**config.mk**
```make
export PLATFORM = sky130hd
export DESIGN_NAME = vga_pattern_source_flat
export DESIGN_NICKNAME = d
export VERILOG_FILES = /design/src/rtl/vga_pattern_source_if.sv /design/src/rtl/vga_pattern_source.sv /design/src/flat_wrapper.sv
export SDC_FILE = /design/constraint.sdc
export NUM_CORES = 1
export LEC_CHECK = 0
export CAP_MARGIN = 40
export CORE_MARGIN = 3
export CORE_UTILIZATION = 41
export DETAILED_ROUTE_END_ITERATION = 10
export GPL_ROUTABILITY_DRIVEN = 0
export HOLD_SLACK_MARGIN = 0.12
export PLACE_DENSITY = 0.62
export SYNTH_ARGS = -nofsm -noshare
export SYNTH_HDL_FRONTEND = slang
export SYNTH_SLANG_ARGS = --single-unit
export TNS_END_PERCENT = 50
```
**constraint.sdc**
```tcl
create_clock -name clk -period 4 [get_ports clk]
set_clock_uncertainty 0.1 [all_clocks]
set_input_delay 0.8 -clock clk [delete_from_list [all_inputs] [get_ports clk]]
set_output_delay 0.8 -clock clk [all_outputs]
set_load 0.01 [all_outputs]
```
**src/rtl/vga_pattern_source_if.sv**
```systemverilog
// Pixel stream bundle between the pattern source and a VGA sink.
// The source drives pixel data and qualifiers, and the sink drives ready back.
interface vga_pattern_source_if;
  logic [11:0] data;
  logic        valid;
  logic        last;
  logic        frame_start;
  logic        ready;

  modport master (
    output data,
    output valid,
    output last,
    output frame_start,
    input  ready
  );

  modport slave (
    input  data,
    input  valid,
    input  last,
    input  frame_start,
    output ready
  );
endinterface

```
**src/rtl/vga_pattern_source.sv**
```systemverilog
// Streams registered test-pattern pixels (bars, checker, grey ramp, moving bar)
// to a VGA sink under valid/ready flow control, one frame at a time.
module vga_pattern_source #(
  parameter int H_ACTIVE = 640,
  parameter int V_ACTIVE = 480
) (
  input  logic                  clk,
  input  logic                  reset,
  input  logic                  enable,
  input  logic [1:0]            pattern_sel,
  vga_pattern_source_if.master  bus,
  output logic [7:0]            frame_count
);

  // Counters are at least wide enough for the x[9:4] and y[5] pattern taps.
  localparam int XW = ($clog2(H_ACTIVE) > 10) ? $clog2(H_ACTIVE) : 10;
  localparam int YW = ($clog2(V_ACTIVE) > 6) ? $clog2(V_ACTIVE) : 6;
  localparam logic [XW-1:0] X_LAST = XW'(H_ACTIVE - 1);
  localparam logic [YW-1:0] Y_LAST = YW'(V_ACTIVE - 1);
  localparam logic ONE_PIXEL_LINE = (H_ACTIVE == 1);

  localparam logic [0:0] IDLE   = 1'b0;
  localparam logic [0:0] STREAM = 1'b1;

  logic [0:0]    state;
  logic          armed;
  logic [XW-1:0] x;
  logic [YW-1:0] y;
  logic [1:0]    pat;
  logic [11:0]   data_q;
  logic          valid_q;
  logic          last_q;
  logic          frame_start_q;

  logic          xfer;
  logic          end_line;
  logic          end_frame;
  logic [XW-1:0] x_inc;
  logic [YW-1:0] y_inc;
  logic [7:0]    fc_inc;

  function automatic logic [11:0] pixel(input logic [XW-1:0] px,
                                        input logic          py5,
                                        input logic [1:0]    p,
                                        input logic [5:0]    fc);
    logic [2:0]  bar;
    logic [11:0] c;
    bar = 3'((32'(px) * 32'd8) / 32'(H_ACTIVE));
    c   = 12'h000;
    case (p)
      2'd0: begin
        case (bar)
          3'd0:    c = 12'hFFF;
          3'd1:    c = 12'hFF0;
          3'd2:    c = 12'h0FF;
          3'd3:    c = 12'h0F0;
          3'd4:    c = 12'hF0F;
          3'd5:    c = 12'hF00;
          3'd6:    c = 12'h00F;
          default: c = 12'h000;
        endcase
      end
      2'd1:    c = (px[5] ^ py5) ? 12'hFFF : 12'h000;
      2'd2:    c = {px[8:5], px[8:5], px[8:5]};
      default: c = (px[9:4] == fc) ? 12'hF00 : 12'h00F;
    endcase
    return c;
  endfunction

  always_comb begin
    xfer      = valid_q & bus.ready;
    end_line  = (x == X_LAST);
    end_frame = end_line && (y == Y_LAST);
    x_inc     = x + XW'(1);
    y_inc     = y + YW'(1);
    fc_inc    = frame_count + 8'd1;
  end

  assign bus.data        = data_q;
  assign bus.valid       = valid_q;
  assign bus.last        = last_q;
  assign bus.frame_start = frame_start_q;

  // The output registers always hold the pixel named by (x,y); each transfer
  // loads the following pixel so a continuously ready sink sees no bubbles.
  // 'armed' keeps valid low on the first edge after reset is released.
  always_ff @(posedge clk or posedge reset) begin
    if (reset) begin
      state         <= IDLE;
      armed         <= 1'b0;
      x             <= '0;
      y             <= '0;
      pat           <= 2'd0;
      frame_count   <= 8'd0;
      data_q        <= 12'h000;
      valid_q       <= 1'b0;
      last_q        <= 1'b0;
      frame_start_q <= 1'b0;
    end else begin
      armed <= 1'b1;
      case (state)
        IDLE: begin
          if (armed && enable) begin
            state         <= STREAM;
            pat           <= pattern_sel;
            x             <= '0;
            y             <= '0;
            valid_q       <= 1'b1;
            frame_start_q <= 1'b1;
            last_q        <= ONE_PIXEL_LINE;
            data_q        <= pixel('0, 1'b0, pattern_sel, frame_count[5:0]);
          end
        end
        STREAM: begin
          if (xfer) begin
            if (end_frame) begin
              frame_count <= fc_inc;
              x           <= '0;
              y           <= '0;
              if (!enable) begin
                state         <= IDLE;
                valid_q       <= 1'b0;
                frame_start_q <= 1'b0;
                last_q        <= 1'b0;
                data_q        <= 12'h000;
              end else begin
                pat           <= pattern_sel;
                frame_start_q <= 1'b1;
                last_q        <= ONE_PIXEL_LINE;
                data_q        <= pixel('0, 1'b0, pattern_sel, fc_inc[5:0]);
              end
            end else if (end_line) begin
              x             <= '0;
              y             <= y_inc;
              frame_start_q <= 1'b0;
              last_q        <= ONE_PIXEL_LINE;
              data_q        <= pixel('0, y_inc[5], pat, frame_count[5:0]);
            end else begin
              x             <= x_inc;
              frame_start_q <= 1'b0;
              last_q        <= (x_inc == X_LAST);
              data_q        <= pixel(x_inc, y[5], pat, frame_count[5:0]);
            end
          end
        end
        default: state <= IDLE;
      endcase
    end
  end

endmodule

```
**src/flat_wrapper.sv**
```systemverilog
// flat-port wrapper written by rule: the top's interface ports become plain ports
module vga_pattern_source_flat 
#(
  parameter int H_ACTIVE = 640,
  parameter int V_ACTIVE = 480
)
  (clk, reset, enable, pattern_sel, frame_count, bus_data, bus_valid, bus_last, bus_frame_start, bus_ready);
  vga_pattern_source_if bus_i ();
  input  logic clk;
  input  logic reset;
  input  logic enable;
  input  logic [1:0] pattern_sel;
  output logic [7:0] frame_count;
  output wire logic [$bits(bus_i.data)-1:0] bus_data;
  output wire logic [$bits(bus_i.valid)-1:0] bus_valid;
  output wire logic [$bits(bus_i.last)-1:0] bus_last;
  output wire logic [$bits(bus_i.frame_start)-1:0] bus_frame_start;
  input wire logic [$bits(bus_i.ready)-1:0] bus_ready;
  assign bus_data = bus_i.data;
  assign bus_valid = bus_i.valid;
  assign bus_last = bus_i.last;
  assign bus_frame_start = bus_i.frame_start;
  assign bus_i.ready = bus_ready;
  vga_pattern_source #(.H_ACTIVE(H_ACTIVE), .V_ACTIVE(V_ACTIVE)) u_core (.clk(clk), .reset(reset), .enable(enable), .pattern_sel(pattern_sel), .bus(bus_i), .frame_count(frame_count));
endmodule
```
==> results.md, run 1 <==
* Slew Limit Fails at 0
* Max-Cap Viols at 0
* Mapped Nets at 412
* Crit. End Element: flop
* Reg clk slew, reported paths at 0.09 ns
* Largest family of logic cells by synthesized area: simple AND/OR/NAND/NOR gates
* # setup viols final at 0
* IO Port Bufs at 28
* Post-synth cell types at 72
* Largest net degree at the start of global routing at 35
* CP Data Required Time at 4.08 ns
* DR WL/cell at 16.6 um
* Post-CTS setup buffers at 0
* H-tree Lvls at 2
* Status: finished, final reports clean
* RSZ-0062 raised after global routing: false
* # fillers at 762
* Avg Cell Area, Syn at 8.62 sq um
* Pleak at 1.61 nW
* Clock power share at 31.6%
* Vias/cell at 5.85
* Die area at 0.00955 sq mm
* Synth Warn # at 0
* Starting Density at 43.5%
* NetSw at 0.296 mW
* Multi-input gate area at 0.00213 sq mm
* Hpwl dp at 6.56 mm
* Max Root-Sink Buffers at 2
* Pwr per Cell Area at 246 mW/mm^2
* CTS Hold Buffers Added at 0
* Hold WS at 0.376 ns
* Pint at 0.675 mW
* Vias in the first global route at 2940
* Total iterations of the first detailed-routing run at 4
* CTS tree: done
* Met2 WL at 4.03 mm
* Sw Share at 30.5%
* CP Class: flop to flop
* Asr flop ratio synth at 100%
* Wire length on met3 at 282 um
* Fin crit share at 94.5%
* Total GRT Usage at 18.8%
* Total CTS buffers at 5
* Worst-Skew Late Latency at 0.31 ns
* Critical-path maximum fanout at 11
* N_diodes at 0
* Layout cells sized above 1 at 10.6%
* Vias post-DR at 3076
* Achievable frequency at 265 MHz
* Final wirelength at 8.74 mm
* Post-Synth Simple-Gate Area at 24.4%
* Initial drt markers at 194
* FF+latch area at 0.00115 sq mm
* Min cycle time layout at 3.78 ns
* Metal1 wirelength at 4.30 mm
* Ports at 29
* Worst-Margin Slew at 0.728 ns
* Max stage delay on crit path at 0.56 ns
* Post-synth EDFFs at 0
* Post-synthesis mux area share at 2.21%
* Hold WC Path Type: flop to flop
* Synth Instances at 400
* Critical Path Slowest Stage Cell: or4b_4
* DRC at 0
* Sum Neg Setup Slack at 0 ns
* CP Cell Sequence: nand4_2, nor3_2, xor2_1, ha_1, or4b_4, a22oi_4, o21ai_4, maj3_2, o211a_4, a311oi_4, a311oi_1
* Max VDD drop at 0.151 mV
* Layout area overhead at 14.3%
* ANT nets after route at 0
* Core area at 0.00793 sq mm
* Die W at 97.7 um
* Ys flop type: dfrtp_1
* Synthesized area at 0.00345 sq mm
* FP Rows at 32
* Synth Area in XOR/XNOR at 9.94%
* Worst path arrival time at 3.86 ns
* First-pass GRT wire length at 14.9 mm
* Slew HR at 51.2%
* #FFs+latches synth at 46
* Compound-Gate Fraction of Synth Area at 22.3%
* Antenna violations before repair at 0
* Critical Path Source Type: flop
* Top sig layer: met4
* Total grt overflow at 0
* Sink Count at 46
* Nets at 435
* Combinational power share at 15.6%
* Seq pwr share at 52.8%
* Adder-Cell Fraction of Synth Area at 2.50%
* Sequential share of the synthesized area at 33.4%
* Endpoints failing hold at 0
* Root buf cell: clkbuf_8
* Die H at 97.7 um
## cells in the mapped netlist (6+ instances only)
cell type	instances	share of area [%]
buf_2	6	0.87
a21oi_1	17	2.5
nor3_1	9	1.3
and3_1	6	1.1
xnor2_1	15	3.8
nor2_1	36	3.9
dfrtp_1	46	33
inv_1	13	1.4
clkbuf_1	15	1.6
ha_1	6	2.2
xor2_1	12	3.0
o21ai_0	31	4.5
nand3_1	18	2.6
a211oi_1	9	2.0
nand4_1	9	1.6
nand2_1	45	4.9
## per-layer routing
metal / vias to the layer above / global-route usage (%)
met2: 66 / 29.4
met3: 9 / 2.37
met5: - / 0
li1: 1506 / -
met1: 1495 / 27.6
met4: 0 / 4.69
## flip-flops by register name (all words and copies together) (netlist names)
register / cells
u_core.bus.last: 1
u_core.x: 10
u_core.y: 9
u_core.bus.frame_start: 1
u_core.bus.valid: 1
u_core.frame_count: 8
u_core.pat: 2
u_core.bus.data: 12
u_core.armed: 1
u_core.state: 1
## final timing paths
path | startpoint | to | slack [ns] | cells after the start
max in group asynchronous | reset | u_core.bus.data[6]$_DFFE_PP0P_ | 2.68 | 3
worst min-delay path | u_core.frame_count[7]$_DFFE_PP0P_ | u_core.frame_count[7]$_DFFE_PP0P_ | 0.38 | 1
worst max-delay path | u_core.x[1]$_DFFE_PP0P_ | u_core.bus.data[8]$_DFFE_PP0P_ | 0.22 | 11
worst min register to register | u_core.frame_count[7]$_DFFE_PP0P_ | u_core.frame_count[7]$_DFFE_PP0P_ | 0.38 | 1
worst max register to register | u_core.x[1]$_DFFE_PP0P_ | u_core.bus.data[8]$_DFFE_PP0P_ | 0.22 | 11
min in group asynchronous | reset | u_core.frame_count[7]$_DFFE_PP0P_ | 0.64 | 2
## worst max-delay path: cells and delay by family, from the launching register on
family                   cells  cell delay [ns]
AND/OR/NAND/NOR              3             1.09
flip-flops                   1             0.55
AO/OA/AOI/OAI                5             1.03
XOR/XNOR                     1             0.25
adder cells (fa/ha/maj)      2             0.62
## final cells by class
| type | count | share of cell area (%) |
|---|---|---|
| tap | 102 | 3.24 |
| clock buffer | 7 | 2.19 |
| clock inverter | 1 | 0.127 |
| timing repair buffer | 42 | 10.1 |
| multi-input combinational | 315 | 53.9 |
| inverter | 13 | 1.24 |
| sequential | 46 | 29.2 |
## kinds of logic after synthesis
family	Yosys count
buf+inv	39
mux	7
simple gates	160
xor+xnor	32
fa+ha+maj	7
flops	46
other cells	1
compound gates	108
## what timing repair did
item / CTS / global route
gates resized for setup: 0 / 1
setup endpoints to repair: 0 / 8
endpoints found under the hold margin: 0 / 0
## stage by stage
step	setup slack, ns	power, mW	instance area (sq um)	util [%]	std cells
2_1_floorplan	0.364	0.629	3450	-	400
3_5_place_dp	0.211	0.673	3850	48.5	518
5_1_grt	0.0135	1.01	3940	49.7	526
4_1_cts	0.190	0.975	3940	49.7	526
6_report	0.222	0.971	3940	49.7	526
3_3_place_gp	0.319	0.667	3830	48.3	517
## placed cells by master, fill, tap and decap left out, drive strengths merged, types with 3 or more instances in the layout
cell           netlist  layout
a211oi              10      10
a21o                 4       4
a21oi               17      17
a31oi                5       5
a41oi                3       3
and2                 5       5
and3                 7       7
and4                 3       3
buf                 11      14
clkbuf              15       7
clkdlybuf4s50        0      28
dfrtp               46      46
ha                   6       6
inv                 13      13
mux2i                5       5
nand2               45      45
nand3               19      19
nand3b               3       3
nand4               10      10
nor2                37      37
nor2b                4       4
nor3                10      10
nor4                 5       5
o211ai               5       5
o21a                 3       3
o21ai               33      33
o221ai               3       3
o41ai                3       3
xnor2               16      16
xnor3                4       4
xor2                12      12
## power by group through the flow
stage               registers, mW  logic [mW]  clock network, mW
floorplan                   0.499       0.130                  0
global placement            0.519       0.149                  0
detailed placement          0.521       0.152                  0
CTS                         0.511       0.152              0.312
global route                0.515       0.170              0.328
finish                      0.512       0.152              0.307
No activity file was read; power rests on OpenSTA's default activity.
==> run 2: changes to the inputs <==
- CORE_MARGIN: 3 -> 5
==> run 2 against run 1 <==
Against the previous run:
- maximum frequency up 0.94%
- count of clock-buffer cells in the layout down 1
- sequential cell count unchanged
- global-route usage down 0.61 points
- setup slack better by 0.035 ns
- cell count up 0.57%
- largest cell class unchanged
- critical path depth unchanged
- first-iteration DRC count down 41%
==> results.md, run 2 (same netlist as run 1, synthesis figures left out) <==
* Total Power at 0.968 mW
* Antenna violations before repair at 0
* # fillers at 788
* Core area at 0.00822 sq mm
* Die area at 0.0103 sq mm
* Initial drt markers at 115
* Hold_sp: u_core.bus.last$_DFFE_PP0P_
* Pleak at 1.60 nW
* Reg2Reg Depth at 11
* Max-Cap Viols at 0
* Slew HR at 49.6%
* Nets at 435
* Hold WS at 0.380 ns
* CP Cell Sequence: nand4_2, nor3_2, xor2_1, ha_1, or4b_4, a22oi_4, o21ai_4, maj3_2, o211a_4, a311oi_4, a311oi_1
* ANT nets after route at 0
* Largest net degree at the start of global routing at 34
* Largest delay contributor family on the critical path: simple AND/OR/NAND/NOR gates
* Final wirelength at 8.90 mm
* CTS tree: done
* Layout area overhead at 14.6%
* Min cycle time layout at 3.74 ns
* DR WL/cell at 16.8 um
* CP Class: flop to flop
* Max VDD drop at 0.124 mV
* Reg2reg end: u_core.bus.data[8]$_DFFE_PP0P_
* Crit. End Element: flop
* RSZ-0062 raised after global routing: false
* IO Port Bufs at 28
* Root buf cell: clkbuf_8
* Total GRT Usage at 18.2%
* FP Rows at 33
* First-pass GRT wire length at 14.9 mm
* CP Data Required Time at 4.07 ns
* # setup viols final at 0
* Endpoints failing hold at 0
* Layout cells sized above 1 at 11.1%
* N_diodes at 0
* Hold WC Path Type: flop to flop
* Die H at 102 um
* Slew Limit Fails at 0
* Worst path arrival time at 3.82 ns
* Total iterations of the first detailed-routing run at 4
* Sum Neg Setup Slack at 0 ns
* Ports at 29
* Achievable frequency at 267 MHz
* Vias post-DR at 3086
* Total CTS buffers at 5
* DRC at 0
* Status: finished, final reports clean
* Starting Density at 42.0%
* Critical Path Source Type: flop
* Worst-Margin Slew at 0.756 ns
* Worst R2R Setup Slack at 0.26 ns
* CP startpoint: u_core.x[1]$_DFFE_PP0P_
* CTS Hold Buffers Added at 0
* Worst-Skew Late Latency at 0.30 ns
* Hold worst-path end: u_core.bus.last$_DFFE_PP0P_
* Sink Count at 46
* Max stage delay on crit path at 0.57 ns
* H-tree Lvls at 2
* Vias/cell at 5.83
* Critical-path maximum fanout at 11
* Hpwl dp at 6.71 mm
* Max Root-Sink Buffers at 2
* Critical Path Slowest Stage Cell: or4b_4
* Crit path buffers/inverters at 0
* Die W at 102 um
* Max reg flops at 12
* Pwr per Cell Area at 245 mW/mm^2
* Reg clk slew, reported paths at 0.09 ns
* FF-to-FF Start: u_core.x[1]$_DFFE_PP0P_
* Vias in the first global route at 2972
* Commonest cells after routing, fill and taps aside: nand2_1, dfrtp_1, nor2_1
* Fin crit share at 93.6%
* Total grt overflow at 0
* Worst hold stages at 2
## run 2: report_power, final
group | internal [mW] | switching [mW] | total (mW)
Sequential | 0.480 | 0.0379 | 0.518
Combinational | 0.0525 | 0.0898 | 0.142
Clock | 0.139 | 0.168 | 0.308
## run 2: final cells by class
cell class              instances  area, sq um  area share (%)
inverters                      13         48.8            1.23
clock buffers                   6         82.6            2.09
repair buffers                 42          398            10.1
well taps                     105          131            3.32
clock inverters                 2         12.5           0.317
flip-flops and latches         46         1150            29.2
multi-input cells             315         2130            53.8
## run 2: stage by stage
stage	cells	utilization [%]	area [sq um]	setup WS, ns
global route	529	48.1	3950	0.0530
global placement	520	46.6	3830	0.282
detailed placement	521	46.9	3850	0.171
finish	529	48.1	3950	0.257
floorplan	400	-	3450	0.364
CTS	529	48.0	3950	0.129
## run 2: repair_timing
| action | 4_1_cts | 5_1_grt |
|---|---|---|
| setup buffers | 0 | 0 |
| gates resized for setup | 0 | 2 |
| setup endpoints to repair | 0 | 8 |
## run 2: layer usage
layer,part of all wire (%),global-route usage (%)
met4,1.5,4.60
met1,46,25.1
met2,48,29.7
met3,4.5,2.82
met5,0,0
## run 2: tightest hold or removal path, cell delays in order (launching register included)
cell,delay [ns]
dfrtp_1,0.35
nand2_1,0.05
o41ai_1,0.05
## run 2: how the worst max path moves through the flow
stage | end | depth (start not counted) | slack [ns]
floorplan | u_core.bus.data[8]$_DFFE_PP0P_ | 13 | 0.36
global placement | u_core.bus.data[8]$_DFFE_PP0P_ | 11 | 0.28
detailed placement | u_core.bus.data[8]$_DFFE_PP0P_ | 11 | 0.17
CTS | u_core.bus.data[11]$_DFFE_PP0P_ | 11 | 0.13
global route | u_core.bus.data[11]$_DFFE_PP0P_ | 11 | 0.05
finish | u_core.bus.data[8]$_DFFE_PP0P_ | 11 | 0.26
==> run 3: changes to the inputs <==
- CORE_UTILIZATION: 41 -> 26
- PLACE_DENSITY: 0.62 -> 0.44
- clock period: 4 -> 4.1 ns (I/O delays scaled with it)
==> run 3 against run 2 <==
Against the previous run:
- setup slack better by 0.0066 ns
- critical path type unchanged
- sequential cell count is the same
- clock power grew 53%
- highest routed layer unchanged
==> results.md, run 3 (same netlist as run 1, synthesis figures left out) <==
* Crit. End Element: flop
* FP Rows at 42
* Final instance count without filler cells at 597
* Critical-path maximum fanout at 11
* ANT nets after route at 0
* Hold WC Path Type: flop to flop
* Total grt overflow at 0
* Layout cells sized above 1 at 10.5%
* Critical Path Source Type: flop
* Sum Neg Setup Slack at 0 ns
* Die area at 0.0157 sq mm
* Reg clk slew, reported paths at 0.07 ns
* Worst hold stages at 1
* Post-CTS setup buffers at 0
* Min cycle time layout at 3.84 ns
* Die W at 125 um
* Vias in the first global route at 3008
* Max reg flops at 12
* IO Port Bufs at 28
* Total CTS buffers at 5
* Hold_sp: u_core.frame_count[7]$_DFFE_PP0P_
* Critical Path Slowest Stage Cell: or4b_4
* Worst R2R Setup Slack at 0.26 ns
* Initial drt markers at 141
* Total Power at 1.11 mW
* H-tree Lvls at 2
* Total iterations of the first detailed-routing run at 4
* Finished Core Util at 31.1%
* Fin area at 0.00409 sq mm
* Worst-Margin Slew at 0.804 ns
* Final wirelength at 9.84 mm
* Starting Density at 26.2%
* Max VDD drop at 0.210 mV
* Die H at 125 um
* Placed instance count at 589
* CP startpoint: u_core.x[1]$_DFFE_PP0P_
* Vias/cell at 5.10
* Worst path arrival time at 3.90 ns
* Status: finished, final reports clean
* Fin crit share at 93.6%
* Largest net degree at the start of global routing at 30
* CTS Hold Buffers Added at 0
* Hold WS at 0.381 ns
* Total GRT Usage at 12.6%
* Pre-CTS setup slack at 0.263 ns
* Ports at 29
* Layout area overhead at 18.6%
* Max stage delay on crit path at 0.57 ns
* CTS tree: done
* Pwr per Cell Area at 272 mW/mm^2
* Multi-input gate area at 0.00213 sq mm
* FF+latch area at 0.00115 sq mm
* FF-to-FF Start: u_core.x[1]$_DFFE_PP0P_
* Crit path buffers/inverters at 0
* Pleak at 1.62 nW
* Root buf cell: clkbuf_16
* Commonest non-fill, non-tap cell in the layout: nand2_1
* Placed instance area at 0.00392 sq mm
* N_diodes at 0
* Slew HR at 46.2%
* Largest delay contributor family on the critical path: compound AO/OA/AOI/OAI gates
* Reg2reg end: u_core.bus.data[8]$_DFFE_PP0P_
* Hold worst-path end: u_core.frame_count[7]$_DFFE_PP0P_
* Fin worst setup slack at 0.264 ns
* Hpwl dp at 7.38 mm
* First-pass GRT wire length at 16.3 mm
* Sink Count at 46
* CP Class: flop to flop
* Achievable frequency at 261 MHz
* DRC at 0
* Max Root-Sink Buffers at 2
* Antenna violations before repair at 0
* Slew Limit Fails at 0
* Max-Cap Viols at 0
* Nets at 432
* # setup viols final at 0
* CP Cell Sequence: and4_1, a211oi_2, a31oi_1, ha_1, or4b_4, a22oi_4, o21ai_4, maj3_2, o211a_4, a311oi_4, a311oi_1
* CP Data Required Time at 4.16 ns
* Vias post-DR at 3046
* RSZ-0062 raised after global routing: false
* Endpoints failing hold at 0
* # fillers at 1422
* Core area at 0.0131 sq mm
* Commonest cells after routing, fill and taps aside: nand2_1, dfrtp_1, nor2_1
* Worst-Skew Late Latency at 0.29 ns
* Reg2Reg Depth at 11
* DR WL/cell at 16.5 um
## run 3: cell types whose count changed in the layout (fill, tap and decap cells not counted)
cell / before / now
buf_4: 13 / 10
bufinv_16: 0 / 1
clkbuf_1: 0 / 1
clkbuf_16: 0 / 5
clkbuf_8: 6 / 0
clkinv_2: 1 / 0
dfrtp_1: 45 / 44
dfrtp_2: 1 / 2
## run 3: how the worst max path moves through the flow
stage                                           endpoint  slack (ns)  cells after the start
after floorplan           u_core.bus.data[8]$_DFFE_PP0P_        0.46                     13
after global placement    u_core.bus.data[8]$_DFFE_PP0P_        0.30                     11
after detailed placement  u_core.bus.data[8]$_DFFE_PP0P_        0.26                     11
after CTS                 u_core.bus.data[8]$_DFFE_PP0P_        0.24                     11
after global routing      u_core.bus.data[8]$_DFFE_PP0P_        0.11                     11
final                     u_core.bus.data[8]$_DFFE_PP0P_        0.26                     11
## run 3: cell type report
cell class | instances | area share [%]
clock buffers | 6 | 3.15
repair buffers | 39 | 9.18
inverters | 13 | 1.19
well taps | 176 | 5.38
flip-flops and latches | 46 | 28.2
clock inverters | 2 | 0.918
multi-input cells | 315 | 52.0
## run 3: report_power, final
group	total (mW)	internal (mW)	leakage [nW]	switching (mW)
registers	0.514	0.469	0.544	0.0451
clock network	0.472	0.288	0.0771	0.183
logic	0.127	0.0461	0.995	0.0813
total	1.11	0.804	1.62	0.310
## run 3: layer usage
| metal | vias up | track usage (%) | wire length [um] |
|---|---|---|---|
| met1 | 1480 | 17.1 | 4720 |
| met5 | - | 0 | 0 |
| met2 | 50 | 20.4 | 4610 |
| met4 | 0 | 4.02 | 164 |
| met3 | 8 | 2.22 | 344 |
| li1 | 1508 | - | - |
## run 3: timing repair
item                                    CTS  global route
endpoints found under the setup margin    0             4
resized for setup                         0             3
endpoints found under the hold margin     0             0
## run 3: worst reg2reg max path, stage by stage, from the launching register on
cell	delay (ns)
dfrtp_1	0.53
and4_1	0.30
a211oi_2	0.11
a31oi_1	0.37
ha_1	0.34
or4b_4	0.57
a22oi_4	0.23
o21ai_4	0.14
maj3_2	0.33
o211a_4	0.25
a311oi_4	0.30
a311oi_1	0.14
